### src/rtl/connect4_turn_scheduler_if.sv
// Command bus between the button/game-state side and the turn scheduler.
// The master drives the debounced button pulses and the FSM status.
// The slave (the scheduler) drives the command pulses and the turn timer.
interface connect4_turn_scheduler_if;
  logic       btn_left;
  logic       btn_right;
  logic       btn_accept;
  logic       btn_reset;
  logic [2:0] game_state;
  logic       win_flag;
  logic       move_left;
  logic       move_right;
  logic       move_made;
  logic       game_reset;
  logic [3:0] seconds;
  logic       auto_move;

  modport master (
    output btn_left, btn_right, btn_accept, btn_reset, game_state, win_flag,
    input  move_left, move_right, move_made, game_reset, seconds, auto_move
  );

  modport slave (
    input  btn_left, btn_right, btn_accept, btn_reset, game_state, win_flag,
    output move_left, move_right, move_made, game_reset, seconds, auto_move
  );
endinterface

### src/rtl/connect4_turn_scheduler.sv
// Single arbiter in front of connect4_fsm: merges button pulses, the per-turn
// timeout and the post-win auto-restart into at most one command per cycle.
// All commands are registered and appear one cycle after their cause.
// TICK_CYCLES must be at least 2; TURN_SECONDS must fit in 4 bits.
module connect4_turn_scheduler #(
  parameter int          TICK_CYCLES     = 25_000_000,
  parameter int          TURN_SECONDS    = 10,
  parameter int          WIN_HOLD_CYCLES = 12_500_000,
  parameter logic [2:0]  PLAY_STATE      = 3'b001
) (
  input  logic                         clk,
  input  logic                         rst_n,
  connect4_turn_scheduler_if.slave     bus
);

  localparam int TICK_W = $clog2(TICK_CYCLES);
  localparam int HOLD_W = $clog2(WIN_HOLD_CYCLES + 1);
  localparam logic [TICK_W-1:0] TICK_LAST = TICK_W'(TICK_CYCLES - 1);
  localparam logic [HOLD_W-1:0] HOLD_LAST = HOLD_W'(WIN_HOLD_CYCLES - 1);
  localparam logic [3:0]        SEC_MAX   = 4'(TURN_SECONDS);

  typedef enum logic [1:0] {
    IDLE     = 2'd0,
    PLAY     = 2'd1,
    WIN_HOLD = 2'd2
  } state_t;

  state_t              state_reg;
  logic [TICK_W-1:0]   tick_cnt_reg;
  logic [3:0]          seconds_reg;
  logic [HOLD_W-1:0]   hold_cnt_reg;
  logic [1:0]          lock_cnt_reg;
  logic                win_prev_reg;
  logic                move_left_reg;
  logic                move_right_reg;
  logic                move_made_reg;
  logic                game_reset_reg;
  logic                auto_move_reg;

  logic win_rise;
  logic locked;
  logic timeout;

  // Win edge, post-command settle window and turn expiry.
  assign win_rise = bus.win_flag & ~win_prev_reg;
  assign locked   = (lock_cnt_reg != 2'd0);
  assign timeout  = (state_reg == PLAY) && (seconds_reg == SEC_MAX) && !locked;

  // Scheduler FSM: timer, win hold and prioritised command issue.
  // Later non-blocking assignments deliberately override earlier ones so the
  // button/timeout section can clear the timer the case statement advanced.
  always_ff @(posedge clk) begin
    if (!rst_n) begin
      state_reg      <= IDLE;
      tick_cnt_reg   <= '0;
      seconds_reg    <= '0;
      hold_cnt_reg   <= '0;
      lock_cnt_reg   <= '0;
      win_prev_reg   <= 1'b0;
      move_left_reg  <= 1'b0;
      move_right_reg <= 1'b0;
      move_made_reg  <= 1'b0;
      game_reset_reg <= 1'b0;
      auto_move_reg  <= 1'b0;
    end else begin
      move_left_reg  <= 1'b0;
      move_right_reg <= 1'b0;
      move_made_reg  <= 1'b0;
      game_reset_reg <= 1'b0;
      auto_move_reg  <= 1'b0;
      win_prev_reg   <= bus.win_flag;
      if (locked) lock_cnt_reg <= lock_cnt_reg - 2'd1;

      if (bus.btn_reset && !locked) begin
        // Manual reset beats everything, including a pending win hold.
        game_reset_reg <= 1'b1;
        state_reg      <= IDLE;
        tick_cnt_reg   <= '0;
        seconds_reg    <= '0;
        hold_cnt_reg   <= '0;
        lock_cnt_reg   <= 2'd2;
      end else if (win_rise) begin
        // A fresh win drops any same-cycle button or timeout.
        state_reg    <= WIN_HOLD;
        hold_cnt_reg <= '0;
        tick_cnt_reg <= '0;
        seconds_reg  <= '0;
      end else begin
        case (state_reg)
          IDLE: begin
            tick_cnt_reg <= '0;
            seconds_reg  <= '0;
            if (bus.game_state == PLAY_STATE) state_reg <= PLAY;
          end
          PLAY: begin
            if (bus.game_state != PLAY_STATE) begin
              state_reg    <= IDLE;
              tick_cnt_reg <= '0;
              seconds_reg  <= '0;
            end else if (seconds_reg < SEC_MAX) begin
              if (tick_cnt_reg == TICK_LAST) begin
                tick_cnt_reg <= '0;
                seconds_reg  <= seconds_reg + 4'd1;
              end else begin
                tick_cnt_reg <= tick_cnt_reg + 1'b1;
              end
            end
          end
          WIN_HOLD: begin
            if (hold_cnt_reg == HOLD_LAST) begin
              game_reset_reg <= 1'b1;
              state_reg      <= IDLE;
              hold_cnt_reg   <= '0;
              lock_cnt_reg   <= 2'd2;
            end else begin
              hold_cnt_reg <= hold_cnt_reg + 1'b1;
            end
          end
          default: state_reg <= IDLE;
        endcase

        // Player buttons and the timeout; silent during a win or settle window.
        if (state_reg != WIN_HOLD && !locked) begin
          if (bus.btn_accept) begin
            move_made_reg <= 1'b1;
            tick_cnt_reg  <= '0;
            seconds_reg   <= '0;
            lock_cnt_reg  <= 2'd2;
          end else if (timeout) begin
            move_made_reg <= 1'b1;
            auto_move_reg <= 1'b1;
            tick_cnt_reg  <= '0;
            seconds_reg   <= '0;
            state_reg     <= IDLE;
            lock_cnt_reg  <= 2'd2;
          end else if (bus.btn_left ^ bus.btn_right) begin
            move_left_reg  <= bus.btn_left;
            move_right_reg <= bus.btn_right;
          end
        end
      end
    end
  end

  assign bus.move_left  = move_left_reg;
  assign bus.move_right = move_right_reg;
  assign bus.move_made  = move_made_reg;
  assign bus.game_reset = game_reset_reg;
  assign bus.auto_move  = auto_move_reg;
  assign bus.seconds    = seconds_reg;

endmodule

### src/flat_wrapper.sv
// flat-port wrapper written by rule: the top's interface ports become plain ports
module connect4_turn_scheduler_flat 
#(
  parameter int          TICK_CYCLES     = 25_000_000,
  parameter int          TURN_SECONDS    = 10,
  parameter int          WIN_HOLD_CYCLES = 12_500_000,
  parameter logic [2:0]  PLAY_STATE      = 3'b001
)
  (clk, rst_n, bus_btn_left, bus_btn_right, bus_btn_accept, bus_btn_reset, bus_game_state, bus_win_flag, bus_move_left, bus_move_right, bus_move_made, bus_game_reset, bus_seconds, bus_auto_move);
  connect4_turn_scheduler_if bus_i ();
  input  logic clk;
  input  logic rst_n;
  input wire logic [$bits(bus_i.btn_left)-1:0] bus_btn_left;
  input wire logic [$bits(bus_i.btn_right)-1:0] bus_btn_right;
  input wire logic [$bits(bus_i.btn_accept)-1:0] bus_btn_accept;
  input wire logic [$bits(bus_i.btn_reset)-1:0] bus_btn_reset;
  input wire logic [$bits(bus_i.game_state)-1:0] bus_game_state;
  input wire logic [$bits(bus_i.win_flag)-1:0] bus_win_flag;
  output wire logic [$bits(bus_i.move_left)-1:0] bus_move_left;
  output wire logic [$bits(bus_i.move_right)-1:0] bus_move_right;
  output wire logic [$bits(bus_i.move_made)-1:0] bus_move_made;
  output wire logic [$bits(bus_i.game_reset)-1:0] bus_game_reset;
  output wire logic [$bits(bus_i.seconds)-1:0] bus_seconds;
  output wire logic [$bits(bus_i.auto_move)-1:0] bus_auto_move;
  assign bus_i.btn_left = bus_btn_left;
  assign bus_i.btn_right = bus_btn_right;
  assign bus_i.btn_accept = bus_btn_accept;
  assign bus_i.btn_reset = bus_btn_reset;
  assign bus_i.game_state = bus_game_state;
  assign bus_i.win_flag = bus_win_flag;
  assign bus_move_left = bus_i.move_left;
  assign bus_move_right = bus_i.move_right;
  assign bus_move_made = bus_i.move_made;
  assign bus_game_reset = bus_i.game_reset;
  assign bus_seconds = bus_i.seconds;
  assign bus_auto_move = bus_i.auto_move;
  connect4_turn_scheduler #(.TICK_CYCLES(TICK_CYCLES), .TURN_SECONDS(TURN_SECONDS), .WIN_HOLD_CYCLES(WIN_HOLD_CYCLES), .PLAY_STATE(PLAY_STATE)) u_core (.clk(clk), .rst_n(rst_n), .bus(bus_i));
endmodule
### config.mk
export PLATFORM = sky130hd
export DESIGN_NAME = connect4_turn_scheduler_flat
export DESIGN_NICKNAME = d
export VERILOG_FILES = /design/src/rtl/connect4_turn_scheduler_if.sv /design/src/rtl/connect4_turn_scheduler.sv /design/src/flat_wrapper.sv
export SDC_FILE = /design/constraint.sdc
export NUM_CORES = 1
export LEC_CHECK = 0
export CORE_ASPECT_RATIO = 1.1
export CORE_MARGIN = 2
export CORE_UTILIZATION = 45
export CTS_CLUSTER_SIZE = 20
export DETAILED_ROUTE_END_ITERATION = 8
export PLACE_DENSITY_LB_ADDON = 0.05
export SYNTH_ARGS = -nofsm -noshare
export SYNTH_HDL_FRONTEND = slang
export SYNTH_SLANG_ARGS = --single-unit
export TNS_END_PERCENT = 30
### constraint.sdc
create_clock -name clk -period 2.8 [get_ports clk]
set_clock_uncertainty 0.15 [all_clocks]
set_input_delay 0.28 -clock clk [delete_from_list [all_inputs] [get_ports clk]]
set_output_delay 0.28 -clock clk [all_outputs]
set_load 0.05 [all_outputs]
# ---- Word level (Yosys, flattened, before mapping)
# Cells that the tools add are included.
dict set report op_classes {
  addsub 4
  order_cmp 1
  eq_ne 8
  n_mux 37
  n_bitwise 6
  n_reduce_logical 12
}
# cell n
set ops {}
lappend ops {{25-bit 2-to-1 mux} 6}
lappend ops {{25-bit one-hot mux with 2 select lines} 1}
lappend ops {{2-bit 2-to-1 mux} 15}
lappend ops {{25-bit by 1-bit adder with 25-bit output (second input constant)} 1}
lappend ops {{25-bit == test (second input constant)} 1}
lappend ops {{24-bit by 1-bit adder with 24-bit output (second input constant)} 1}
lappend ops {{24-bit == test (second input constant)} 1}
lappend ops {{24-bit 2-to-1 mux} 1}
lappend ops {{4-bit 2-to-1 mux} 6}
lappend ops {{4-bit one-hot mux with 2 select lines} 1}
lappend ops {{7-bit OR reduction} 1}
lappend ops {{1-bit 2-to-1 mux} 6}
lappend ops {{2-bit one-hot mux with 3 select lines} 1}
lappend ops {{5-bit OR reduction} 1}
lappend ops {{4-bit by 1-bit adder with 4-bit output (second input constant)} 1}
lappend ops {{4-bit == test (second input constant)} 1}
lappend ops {{1-bit logical AND} 4}
lappend ops {{4-bit less-than comparator (second input constant)} 1}
lappend ops {{1-bit NOT} 4}
lappend ops {{4-bit OR reduction} 1}
lappend ops {{3-bit by 1-bit == test with 1-bit output (second input constant)} 1}
lappend ops {{3-bit by 1-bit != test with 1-bit output (second input constant)} 1}
lappend ops {{3-bit OR reduction} 1}
lappend ops {{2-bit by 1-bit == test with 1-bit output (second input constant)} 1}
lappend ops {{9 further kinds} 9}
dict set report totals {
  ff_bits 63
  in_bits 10
  elab_cells 81
}

# ---- Longest topological paths before layout
# Gate-level depths: netlist of the first run.
dict set report logic_depth {
  ltp_word 9
  depth_mapped 7
}

# ---- Worst setup path after synthesis of the first run
# Ideal clock, no wire load.
dict set report synth_timing {
  path_kind {reg-to-reg}
  startpoint {register u_core.seconds_reg[1] (netlist: u_core.bus.seconds[1])}
  endpoint {register u_core.seconds_reg[0] (netlist: u_core.bus.seconds[0])}
  arrival_ns 2.402
  required_ns 2.563
  slack_ns 0.161
  path_stages_with_launch 8
  synth_period_minus_slack_ns 2.639
  cell_sequence {dfxtp_1 -> o21a_1 -> buf_6 -> or3_4 -> or4_1 -> buf_2 -> or4_1 -> o31ai_1}
}
dict set report synth_between {
  elab_chain_cells 7
  elab_cells_between_ends 10
}
# element line
set synth_rtl {}
lappend synth_rtl {{start: declaration} connect4_turn_scheduler.sv:30} ;# logic [3:0] seconds_reg;
lappend synth_rtl {{start signal: assignment} connect4_turn_scheduler.sv:103} ;# seconds_reg <= seconds_reg + 4'd1;
lappend synth_rtl {{4-bit less-than comparator} connect4_turn_scheduler.sv:100} ;# end else if (seconds_reg < SEC_MAX) begin
lappend synth_rtl {{4-bit 2-to-1 mux} connect4_turn_scheduler.sv:100}
lappend synth_rtl {{4-bit 2-to-1 mux} connect4_turn_scheduler.sv:96} ;# if (bus.game_state != PLAY_STATE) begin
lappend synth_rtl {{4-bit one-hot mux with 2 select lines} connect4_turn_scheduler.sv:89} ;# case (state_reg)
lappend synth_rtl {{4-bit 2-to-1 mux} connect4_turn_scheduler.sv:129} ;# end else if (timeout) begin
lappend synth_rtl {{4-bit 2-to-1 mux} connect4_turn_scheduler.sv:124} ;# if (bus.btn_accept) begin
lappend synth_rtl {{4-bit 2-to-1 mux *} connect4_turn_scheduler.sv:123} ;# if (state_reg != WIN_HOLD && !locked) begin
# Every way passes the cells marked *; elsewhere a longest branch is shown, timed or not.
# A chain may end at the register's enable or synchronous reset.

# ---- Final worst setup path of the first run
dict set report layout_timing {
  startpoint {register u_core.tick_cnt_reg[0]}
  endpoint {register u_core.seconds_reg[1] (netlist: u_core.bus.seconds[1])}
}
dict set report layout_between {
  elab_chain_cells 8
}
# element line
set layout_rtl {}
lappend layout_rtl {{start: declaration} connect4_turn_scheduler.sv:29} ;# logic [TICK_W-1:0] tick_cnt_reg;
lappend layout_rtl {{start signal: assignment} connect4_turn_scheduler.sv:105} ;# tick_cnt_reg <= tick_cnt_reg + 1'b1;
lappend layout_rtl {{25-bit == test *} connect4_turn_scheduler.sv:101} ;# if (tick_cnt_reg == TICK_LAST) begin
lappend layout_rtl {{4-bit 2-to-1 mux *} connect4_turn_scheduler.sv:101}
lappend layout_rtl {{4-bit 2-to-1 mux *} connect4_turn_scheduler.sv:100}
lappend layout_rtl {{4-bit 2-to-1 mux *} connect4_turn_scheduler.sv:96}
lappend layout_rtl {{4-bit one-hot mux with 2 select lines *} connect4_turn_scheduler.sv:89}
lappend layout_rtl {{4-bit 2-to-1 mux} connect4_turn_scheduler.sv:129}
lappend layout_rtl {{4-bit 2-to-1 mux} connect4_turn_scheduler.sv:124}
lappend layout_rtl {{4-bit 2-to-1 mux *} connect4_turn_scheduler.sv:123}
# Marks and branches as above.

==> results of run 1 <==
[per-layer routing]
metal	share of wire	global-route usage
met1	0.48	0.247
met2	0.47	0.329
met3	0.026	0.0353
met4	0.017	0.0886
met5	0	0
[power by group through the flow]
stage / Clock, mW / Sequential, mW / Combinational [mW]
floorplan: 0 / 0.931 / 0.0439
global placement: 0 / 0.928 / 0.0826
detailed placement: 0 / 0.928 / 0.0832
CTS: 0.813 / 0.907 / 0.0832
global route: 0.851 / 0.908 / 0.0905
finish: 0.788 / 0.908 / 0.0822
[worst paths after layout]
kind	startpoint	cells past startpoint	endpoint
setup / recovery	u_core.tick_cnt_reg[0]$_SDFF_PP0_	6	u_core.bus.seconds[1]$_SDFF_PP0_
hold reg to reg	u_core.hold_cnt_reg[1]$_SDFFE_PP0P_	2	u_core.hold_cnt_reg[1]$_SDFFE_PP0P_
setup reg to reg	u_core.tick_cnt_reg[0]$_SDFF_PP0_	6	u_core.bus.seconds[1]$_SDFF_PP0_
hold / removal	u_core.hold_cnt_reg[1]$_SDFFE_PP0P_	2	u_core.hold_cnt_reg[1]$_SDFFE_PP0P_
[cell type report]
type	count	area [µm²]
fillers	669	3230
multi-input cells	298	1870
flip-flops and latches	63	1260
repair buffers	36	328
clock buffers	10	138
well taps	85	106
clock inverters	6	60.1
inverters	15	56.3
[cells in the mapped netlist, types with 11 or more instances]
cell type	instances
nor2_1	41
nor3_1	18
nor4_1	15
nand2_1	33
clkbuf_1	11
dfxtp_1	63
xnor2_1	20
inv_1	15
nand4_1	15
and3_1	11
nand3_1	22
[through the flow]
step                hold slack [ns]  power [mW]  worst slack, ns
CTS                           0.340        1.80            0.351
finish                        0.340        1.78            0.356
global placement              0.323        1.01            0.290
global route                  0.363        1.85            0.232
detailed placement            0.330        1.01            0.270
floorplan                     0.242       0.975            0.161
[critical path, stage by stage (launching register included)]
cell and delay (ns):
dfxtp_1 0.39, ha_1 0.18, nand2_1 0.11, or3_4 0.37, or4_1 0.64, or4_1 0.44
o31ai_1 0.07
[cell families after synthesis]
logic type / synth area share
AND/OR/NAND/NOR: 0.349
flip-flops: 0.386
AO/OA/AOI/OAI: 0.139
buffers and inverters: 0.0421
XOR/XNOR: 0.0696
adder cells (fa/ha/maj): 0.0153
==> results.yml, run 1 <==
run_status:
  status: "completed"
sta:
  fin_crit_sh: 0.873
  max_freq_ghz: 0.409
  rsz0062_at_grt: "false"
  finalCriticalPeriod_ns: 2.44
  fin_tns_setup_ns: 0
  slew_viol_final: 0
  worst_slew_pin_slew_ns: 0.731
  setup_viol: 0
  relSlewSlack: 0.511
  hold_viol: 0
layout:
  drive_gt1_frac: 0.0981
  design_area_um2: 3820
  largest_reg_flops: 25
  layout_commonest_cell: "dfxtp_1"
  area_delta_synth_final_pct: 16.8
  antennaDiodeCount: 0
  final_cells: 513
  final_util: 0.542
  fin_nets: 437
  final_cell_mix: "dfxtp_1 (63), nor2_1 (41), nand2_1 (33)"
route:
  dr.pass1.iters: 4
  drcViolationCount: 0
  viasPerCell: 5.68
  avgRoutedWirePerCell_um: 14.6
  ant_nets: 0
  via_count: 2916
  wirelength_um: 7470
  drt_first_iter_violations: 96
pwr:
  clkPwrFrac: 0.443
  netSwitchingPower_mw: 0.413
  ir_drop_v: 0.000308
  p_seq_frac: 0.510
  p_sw_frac: 0.232
  leakage_nw: 1.24
  power.internal_mw: 1.37
  power_density_nw_per_um2: 465
  comb_power_share: 0.046
global_route:
  overflow: 0
  grt_pass1_wl_um: 12600
  antenna_found_initial: 0
  grt_max_degree: 24
  grt_pass1_vias: 2707
  grtUsageTotal: 0.197
clocking:
  clk_pin_slew_ns: 0.07
  ctsResizeCount: 0
  cts.sinks: 63
  post_cts_buffers: 0
  htreeDepth: 3
  clockRootBuffer: "clkbuf_8"
  cts_made_buffers: 9
  clock_latency_ns: 0.34
  cts.path.max_buffers: 2
  cts_hold_buffers: 0
  cts_tree: "built"
yosys:
  synth_edf_count: 0
  synth_area_leaders: "dfxtp_1 (39%), xnor2_1 (5.4%), nor2_1 (4.7%), nand2_1 (3.8%), nand3_1 (3.4%)"
  synth_top_area_share: 0.386
  synth-main-ff-cell: "dfxtp_1"
  synthArstFlopShare: 0
  postSynthAreaPerCell_um2: 8.30
  syn-num-nets: 408
  synth_largest_area_cell: "dfxtp_1"
  syn_inst: 394
  ys.warnings.count: 0
  yosysSeqAreaShare: 0.386
  synth_seq_cells: 63
  synth.distinct_cells: 54
  netlist_area_um2: 3270
setup_path:
  end_kind: "flip-flop"
  crit_type: "reg2reg"
  rrSetupSlack_ns: 0.36
  critPathRequiredTime_ns: 2.91
  cp-start-kind: "flip-flop"
  crit_path_max_fanout: 5
  crit_arrival_ns: 2.56
die:
  start_util: 0.464
  dieArea_um2: 7970
  die_y_um: 93.4
  die_w_um: 85.3
  row_count: 32
  top_level_ports: 19
  core-area_um2: 7050
place:
  portBuffers: 18
  dp_hpwl_um: 5350
  place_area_um2: 3620
  dp_cells: 497
  gp_congestion: 0.795
worst_hold_path:
  hold_class: "reg2reg"
flow_run:
  maxCapViolations: 0
No activity file was read; power rests on OpenSTA's default activity.
==> run 2: changes to the inputs <==
--- a/config.mk
+++ b/config.mk
@@ -5,7 +5,7 @@
 export SDC_FILE = /design/constraint.sdc
 export NUM_CORES = 1
 export LEC_CHECK = 0
-export CORE_ASPECT_RATIO = 1.1
+export CORE_ASPECT_RATIO = 1.75
 export CORE_MARGIN = 2
 export CORE_UTILIZATION = 45
 export CTS_CLUSTER_SIZE = 20
==> results.yml, run 2 (synthesized netlist as in run 1, its figures left out) <==
route:
  ant_nets: 0
  dr.pass1.iters: 5
  viasPerCell: 5.81
  wirelength_um: 7920
  via_count: 2980
  drt_first_iter_violations: 126
  drcViolationCount: 0
  avgRoutedWirePerCell_um: 15.4
layout:
  fin_nets: 436
  antennaDiodeCount: 0
  drive_gt1_frac: 0.0913
  regArea_um2: 1260
  layout_commonest_cell: "dfxtp_1"
  largest_reg_flops: 25
  fillers: 693
  final_cell_mix: "dfxtp_1 (63), nor2_1 (41), nand2_1 (33)"
  multi_input_area_um2: 1870
  final_cells: 513
  area_delta_synth_final_pct: 19.5
  final_util: 0.548
flow_run:
  maxCapViolations: 0
clocking:
  cts.path.max_buffers: 2
  cts_made_buffers: 9
  cts_tree: "built"
  htreeDepth: 3
  post_cts_buffers: 0
  clk_pin_slew_ns: 0.05
  cts_hold_buffers: 0
  cts.sinks: 63
  ctsResizeCount: 0
  clock_latency_ns: 0.33
  clockRootBuffer: "clkbuf_16"
global_route:
  grt_max_degree: 24
  grt_pass1_vias: 2885
  grt_pass1_wl_um: 13400
  overflow: 0
  antenna_found_initial: 0
  grtUsageTotal: 0.224
place:
  gp_congestion: 0.829
  portBuffers: 18
  dp_hpwl_um: 5760
  dp_cells: 497
sta:
  rsz0062_at_grt: "false"
  slew_viol_final: 0
  hold_viol: 0
  max_freq_ghz: 0.391
  relSlewSlack: 0.490
  hold_slack_ns: 0.336
  fin_tns_setup_ns: 0
  setup_viol: 0
  worst_slew_pin_slew_ns: 0.762
  fin_crit_sh: 0.914
  finalCriticalPeriod_ns: 2.56
setup_path:
  cp-start-kind: "flip-flop"
  cp-startpoint: "u_core.tick_cnt_reg[0]$_SDFF_PP0_"
  critPathRequiredTime_ns: 2.89
  crit_arrival_ns: 2.65
  worstReg2RegStart: "u_core.tick_cnt_reg[0]$_SDFF_PP0_"
  crit_path_max_fanout: 8
  end_kind: "flip-flop"
  crit_type: "reg2reg"
die:
  die_w_um: 68.4
  die_y_um: 117
  row_count: 41
  dieArea_um2: 7990
  start_util: 0.459
  core-area_um2: 7130
  top_level_ports: 19
pwr:
  ir_drop_v: 0.000316
  leakage_nw: 1.28
  power_density_nw_per_um2: 534
worst_hold_path:
  holdCritStartpoint: "u_core.lock_cnt_reg[1]$_SDFF_PN0_"
  hold_class: "reg2reg"
run_status:
  status: "completed"
## run 2: cell types whose count changed in the layout (fill, tap and decap cells not counted), sizes merged
| cell | before | now |
|---|---|---|
| clkbuf | 10 | 12 |
| clkinvlp | 2 | 0 |
| buf | 18 | 17 |
## run 2: critical path, cell delays in order, from the launching register on
cell     delay [ns]
dfxtp_1        0.38
ha_1           0.18
nand2_1        0.12
or3_4          0.38
or4_1          0.70
or4_1          0.47
o31ai_1        0.08
## run 2: metrics by stage
step / cell area [µm²] / setup slack [ns] / total power [mW]
6_report: 3910 / 0.242 / 2.09
5_1_grt: 3910 / 0.166 / 2.16
4_1_cts: 3910 / 0.267 / 2.11
3_5_place_dp: 3620 / 0.271 / 1.01
3_3_place_gp: 3620 / 0.272 / 1.01
2_1_floorplan: 3270 / 0.161 / 0.975
## run 2: metal layers
layer	vias to the layer above	wire length, µm	global-route usage
met1	1410	3260	0.240
li1	1506	-	-
met3	18	180	0.0526
met2	46	4280	0.399
met5	-	0	0
met4	0	201	0.108
## run 2: layout make-up
class / instances / area share
Clock buffer: 12 / 0.0631
Clock inverter: 4 / 0.0115
Inverter: 15 / 0.0144
Multi-Input combinational cell: 298 / 0.479
Sequential cell: 63 / 0.323
Tap cell: 86 / 0.0275
Timing Repair Buffer: 35 / 0.0819
## run 2: power by group
part / internal, mW / leakage (nW) / switching, mW / total, mW
clock network: 0.708 / 0.146 / 0.384 / 1.09
registers: 0.903 / 0.508 / 0.00456 / 0.908
logic: 0.0355 / 0.623 / 0.0508 / 0.0863
total: 1.65 / 1.28 / 0.439 / 2.09
## run 2: worst paths after layout
path / end / slack (ns) / depth (start not counted)
worst max register to register: u_core.bus.seconds[1]$_SDFF_PP0_ / 0.24 / 6
worst min-delay path: u_core.lock_cnt_reg[0]$_SDFF_PP0_ / 0.34 / 2
worst min register to register: u_core.lock_cnt_reg[0]$_SDFF_PP0_ / 0.34 / 2
worst max-delay path: u_core.bus.seconds[1]$_SDFF_PP0_ / 0.24 / 6
==> variant 1, RTL diff (settings of run 2) <==
Re-encode `state_t` (3 states) as one-hot, 3 bits wide.
--- a/src/rtl/connect4_turn_scheduler.sv
+++ b/src/rtl/connect4_turn_scheduler.sv
@@ -19,10 +19,10 @@
   localparam logic [HOLD_W-1:0] HOLD_LAST = HOLD_W'(WIN_HOLD_CYCLES - 1);
   localparam logic [3:0]        SEC_MAX   = 4'(TURN_SECONDS);
 
-  typedef enum logic [1:0] {
-    IDLE     = 2'd0,
-    PLAY     = 2'd1,
-    WIN_HOLD = 2'd2
+  typedef enum logic [2:0] {
+    IDLE     = 3'b001,
+    PLAY     = 3'b010,
+    WIN_HOLD = 3'b100
   } state_t;
 
   state_t              state_reg;
Formal check against the unedited RTL: no difference found for any inputs over 10 cycles, from zero or initial values and one cycle with rst_n low; not proved beyond that.
==> variant 1 against run 2 <==
- synthesized cell count is 6.3% lower
- power is 16% higher
- first-iteration DRC count is 35% higher
- area after synthesis is 1.5% lower
- routed wire length stayed put
- design area is 1.2% lower
- setup slack better by 0.19 ns
- highest routed layer unchanged
- fmax is 7.9% higher
- combinational power is 25% higher
- sequential cell count is 1 higher
==> variant 1: results (changes against run 2) <==
metric	value	unit	change
dpl.cell_count	465		-6.4%
synthesis.nets	383		-6.1%
worst_ep_arrival_time	2.44	ns	-0.21 ns
vdd_drop_max	0.000344	V	+8.9%
max-slew-margin-rel	53.7	%	+4.7 points
avgSynthCellArea	8.73	um^2	+5.2%
status	complete, no violations		
reg2reg_depth	7		+1
cpPeakStageDelay	0.42	ns	-0.28 ns
leakage	1.30	nW	+1.9%
via_per_inst	5.73		-1.3%
grt_pass1_wl	13100	um	-2.7%
crit_end	u_core.tick_cnt_reg[17]$_SDFF_PP0_		
crit_fanout	14		+6
final_nets	406		-6.9%
drt-initial-drc-count	170		+35%
rows	40		-2.4%
synthTopCellsByArea	dfxtp_1 (40%), xor2_1 (7.6%), nor2_1 (5.8%), nand3_1 (4.2%), nand4_1 (3.9%)		
grt_util_all_layers	22.4	%	about the same
firstDrtPassIters	7		+2
gp_congestion	0.931		+12%
slowest_stage	dfxtp_1		
ys_types	57		+5.6%
drive_gt1_share	9.57	%	+0.44 points
grt_pass1_vias	2809		-2.6%
fin_area	0.00386	mm^2	-1.2%
synthTopCellsByCount	dfxtp_1 (64), nor2_1 (50), xor2_1 (28)		
final_cells	481		-6.2%
wire_per_inst	16.5	um	+6.7%
dpl-instance-area	0.00349	mm^2	-3.5%
fillers	640		-7.6%
fin_crit_sh	84.7	%	-6.7 points
dp_hpwl	5950	um	+3.2%
p_sw	482	uW	+9.7%
seq_area_frac_synth	39.8	%	+1.2 points
## variant 1: how the worst min path moves through the flow
stage | start | to | slack [ns] | depth (start not counted)
6_report | u_core.lock_cnt_reg[1]$_SDFF_PN0_ | u_core.lock_cnt_reg[0]$_SDFF_PP0_ | 0.32 | 2
5_1_grt | u_core.lock_cnt_reg[0]$_SDFF_PP0_ | u_core.lock_cnt_reg[0]$_SDFF_PP0_ | 0.36 | 1
4_1_cts | u_core.lock_cnt_reg[1]$_SDFF_PN0_ | u_core.lock_cnt_reg[0]$_SDFF_PP0_ | 0.32 | 2
3_5_place_dp | u_core.lock_cnt_reg[1]$_SDFF_PN0_ | u_core.lock_cnt_reg[0]$_SDFF_PP0_ | 0.31 | 2
3_3_place_gp | u_core.lock_cnt_reg[0]$_SDFF_PP0_ | u_core.lock_cnt_reg[0]$_SDFF_PP0_ | 0.30 | 1
2_1_floorplan | rst_n | u_core.state_reg[0]$_SDFF_PP1_ | 0.20 | 1
## variant 1: area by class of cell
class                      count  area share, %
multi-input combinational    288           48.1
clock inverter                 6           3.37
sequential                    64           33.2
tap                           84           2.72
timing repair buffer          25           6.03
inverter                       4          0.389
clock buffer                  10           6.19
## variant 1: cells by family after synthesis
kind of cell | synth area share [%]
and+or+nand+nor | 35.7
adders and majority gates | 1.55
DFF | 39.8
AOI/OAI and AO/OA | 10.7
buffers and inverters | 2.56
xor gates and xnor gates | 9.75
## variant 1: routing by layer
metal | global-route usage, % | routed length, um | up-vias | share of wire [%]
met5 | 0 | 0 | - | 0
met4 | 12.4 | 236 | 0 | 3.0
met3 | 4.66 | 190 | 18 | 2.4
met2 | 43.6 | 4710 | 37 | 59
met1 | 20.2 | 2790 | 1326 | 35
li1 | - | - | 1377 | -
## variant 1: worst reg2reg max path: stages, from the launching register on
cell and delay (ns):
dfxtp_1 0.42, ha_1 0.23, and2_1 0.25, nand3_1 0.19, o31ai_4 0.35, a21o_1 0.33
buf_4 0.26, nor2_1 0.07
## variant 1: power groups by stage
| stage | clock network (mW) | registers, mW | logic, mW |
|---|---|---|---|
| global route | 1.44 | 0.927 | 0.117 |
| floorplan | 0 | 0.951 | 0.0642 |
| detailed placement | 0 | 0.945 | 0.109 |
| CTS | 1.42 | 0.926 | 0.110 |
| global placement | 0 | 0.945 | 0.108 |
| finish | 1.39 | 0.926 | 0.108 |
==> variant 2, RTL diff (settings of run 2) <==
Without the edit above. `TICK_CYCLES` is set to 25_000_000 in 2 places; all go to 50_000_000.
--- a/src/rtl/connect4_turn_scheduler.sv
+++ b/src/rtl/connect4_turn_scheduler.sv
@@ -3,7 +3,7 @@
 // All commands are registered and appear one cycle after their cause.
 // TICK_CYCLES must be at least 2; TURN_SECONDS must fit in 4 bits.
 module connect4_turn_scheduler #(
-  parameter int          TICK_CYCLES     = 25_000_000,
+  parameter int          TICK_CYCLES     = 50_000_000,
   parameter int          TURN_SECONDS    = 10,
   parameter int          WIN_HOLD_CYCLES = 12_500_000,
   parameter logic [2:0]  PLAY_STATE      = 3'b001
--- a/src/flat_wrapper.sv
+++ b/src/flat_wrapper.sv
@@ -1,7 +1,7 @@
 // flat-port wrapper written by rule: the top's interface ports become plain ports
 module connect4_turn_scheduler_flat 
 #(
-  parameter int          TICK_CYCLES     = 25_000_000,
+  parameter int          TICK_CYCLES     = 50_000_000,
   parameter int          TURN_SECONDS    = 10,
   parameter int          WIN_HOLD_CYCLES = 12_500_000,
   parameter logic [2:0]  PLAY_STATE      = 3'b001
Behaviour: no difference found for any inputs over 10 cycles, from zero or initial values and one cycle with rst_n low; that may be too few to reach the edited logic, so the function may still have changed.
==> variant 2 against run 2 <==
- global-route usage grew 0.15 points
- power increased by 4.0%
- fmax up 4.0%
- sequential share of layout area up 0.18 points
- synthesized cell count shrank 0.76%
- via count rose by 4.7%
- die area grew 1.1%
- design area rose by 1.0%
- routed wire length grew 7.7%
- setup slack improved by 0.098 ns
- area after synthesis up 1.1%
- largest cell class unchanged
- sequential cell count increased by 1
==> variant 2: results (changes against run 2) <==
metric	value	unit	change
grt_util_all_layers	22.6	%	+0.15 points
holdPathEnd	u_core.hold_cnt_reg[1]$_SDFFE_PP0P_		
final_cells	509		-0.78%
wire_per_inst	16.8	um	+8.6%
dpl.cell_count	493		-0.80%
largest_reg_flops	26		+4.0%
vdd_drop_max	0.000300	V	-5.1%
hold_depth	2		unchanged
worst_ep_arrival_time	2.57	ns	-0.08 ns
drt-initial-drc-count	165		+31%
reg2reg_depth	8		+2
tightest_slew	0.823	ns	+0.0607 ns
preCtsSetupSlack	0.220	ns	-0.0508 ns
crit_fanout	6		-2
r2r_end	u_core.tick_cnt_reg[9]$_SDFF_PP0_		
dpl-instance-area	0.00364	mm^2	+0.66%
leakage	1.29	nW	+0.79%
avgSynthCellArea	8.46	um^2	+1.9%
synthesis.nets	405		-0.74%
synthTopCellsByArea	dfxtp_1 (39%), nand4_1 (5.5%), xor2_1 (5.0%), nand2_1 (4.4%), nor2_1 (3.9%)		
fmax	406	MHz	+4.0%
area_growth	19.4	%	
grt_pass1_vias	2962		+2.7%
status	complete, no violations		
grt_pass1_wl	14000	um	+4.6%
dp_hpwl	6040	um	+4.8%
-- variant 2: changes by cell type after synthesis, moves of 5 or more --
cell	delta
a31oi_1	+8
nand2_1	+6
xor2_1	+13
nor3_1	-8
a41oi_1	+6
o311ai_0	-5
o31ai_1	-6
xnor2_1	-17
inv_1	-12
o21a_1	-5
nor4_1	-12
a21oi_1	+6
nor2_1	-7
nand4_1	+14
-- variant 2: cell type report --
class | count | share of cell area [%]
multi-input cells | 306 | 49.1
flip-flops and latches | 64 | 32.4
repair buffers | 34 | 7.60
clock buffers | 11 | 6.40
well taps | 86 | 2.72
clock inverters | 5 | 1.39
inverters | 3 | 0.285
-- variant 2: worst max-delay path, stage by stage, from the launching register on --
cell      delay [ns]
dfxtp_1         0.41
inv_1           0.07
ha_1            0.19
and3b_1         0.20
a31o_2          0.26
a211oi_1        0.61
buf_4           0.27
a41oi_1         0.05
mux2i_1         0.18
-- variant 2: kinds of logic (layout without fill, tap and decap cells) --
group	count (synthesis)	in the layout	synth area share, %
AO/OA/AOI/OAI	68	68	14.3
XOR/XNOR	22	22	5.82
adder cells (fa/ha/maj)	4	4	1.51
buffers and inverters	21	53	2.61
flip-flops	64	64	38.7
multiplexers	4	4	1.21
AND/OR/NAND/NOR	208	208	35.9
-- variant 2: metal layers --
metal | up-vias | share of wire [%] | track usage [%]
met1 | 1493 | 39 | 25.2
met3 | 23 | 3.0 | 3.26
met2 | 58 | 54 | 38.8
met4 | 0 | 3.2 | 12.6
met5 | - | 0 | 0
li1 | 1545 | - | -
-- variant 2: report_power, final --
group | internal [mW] | switching (mW) | leakage [nW]
combinational | 0.0423 | 0.0659 | 0.624
clock | 0.733 | 0.405 | 0.148
sequential | 0.918 | 0.00561 | 0.516
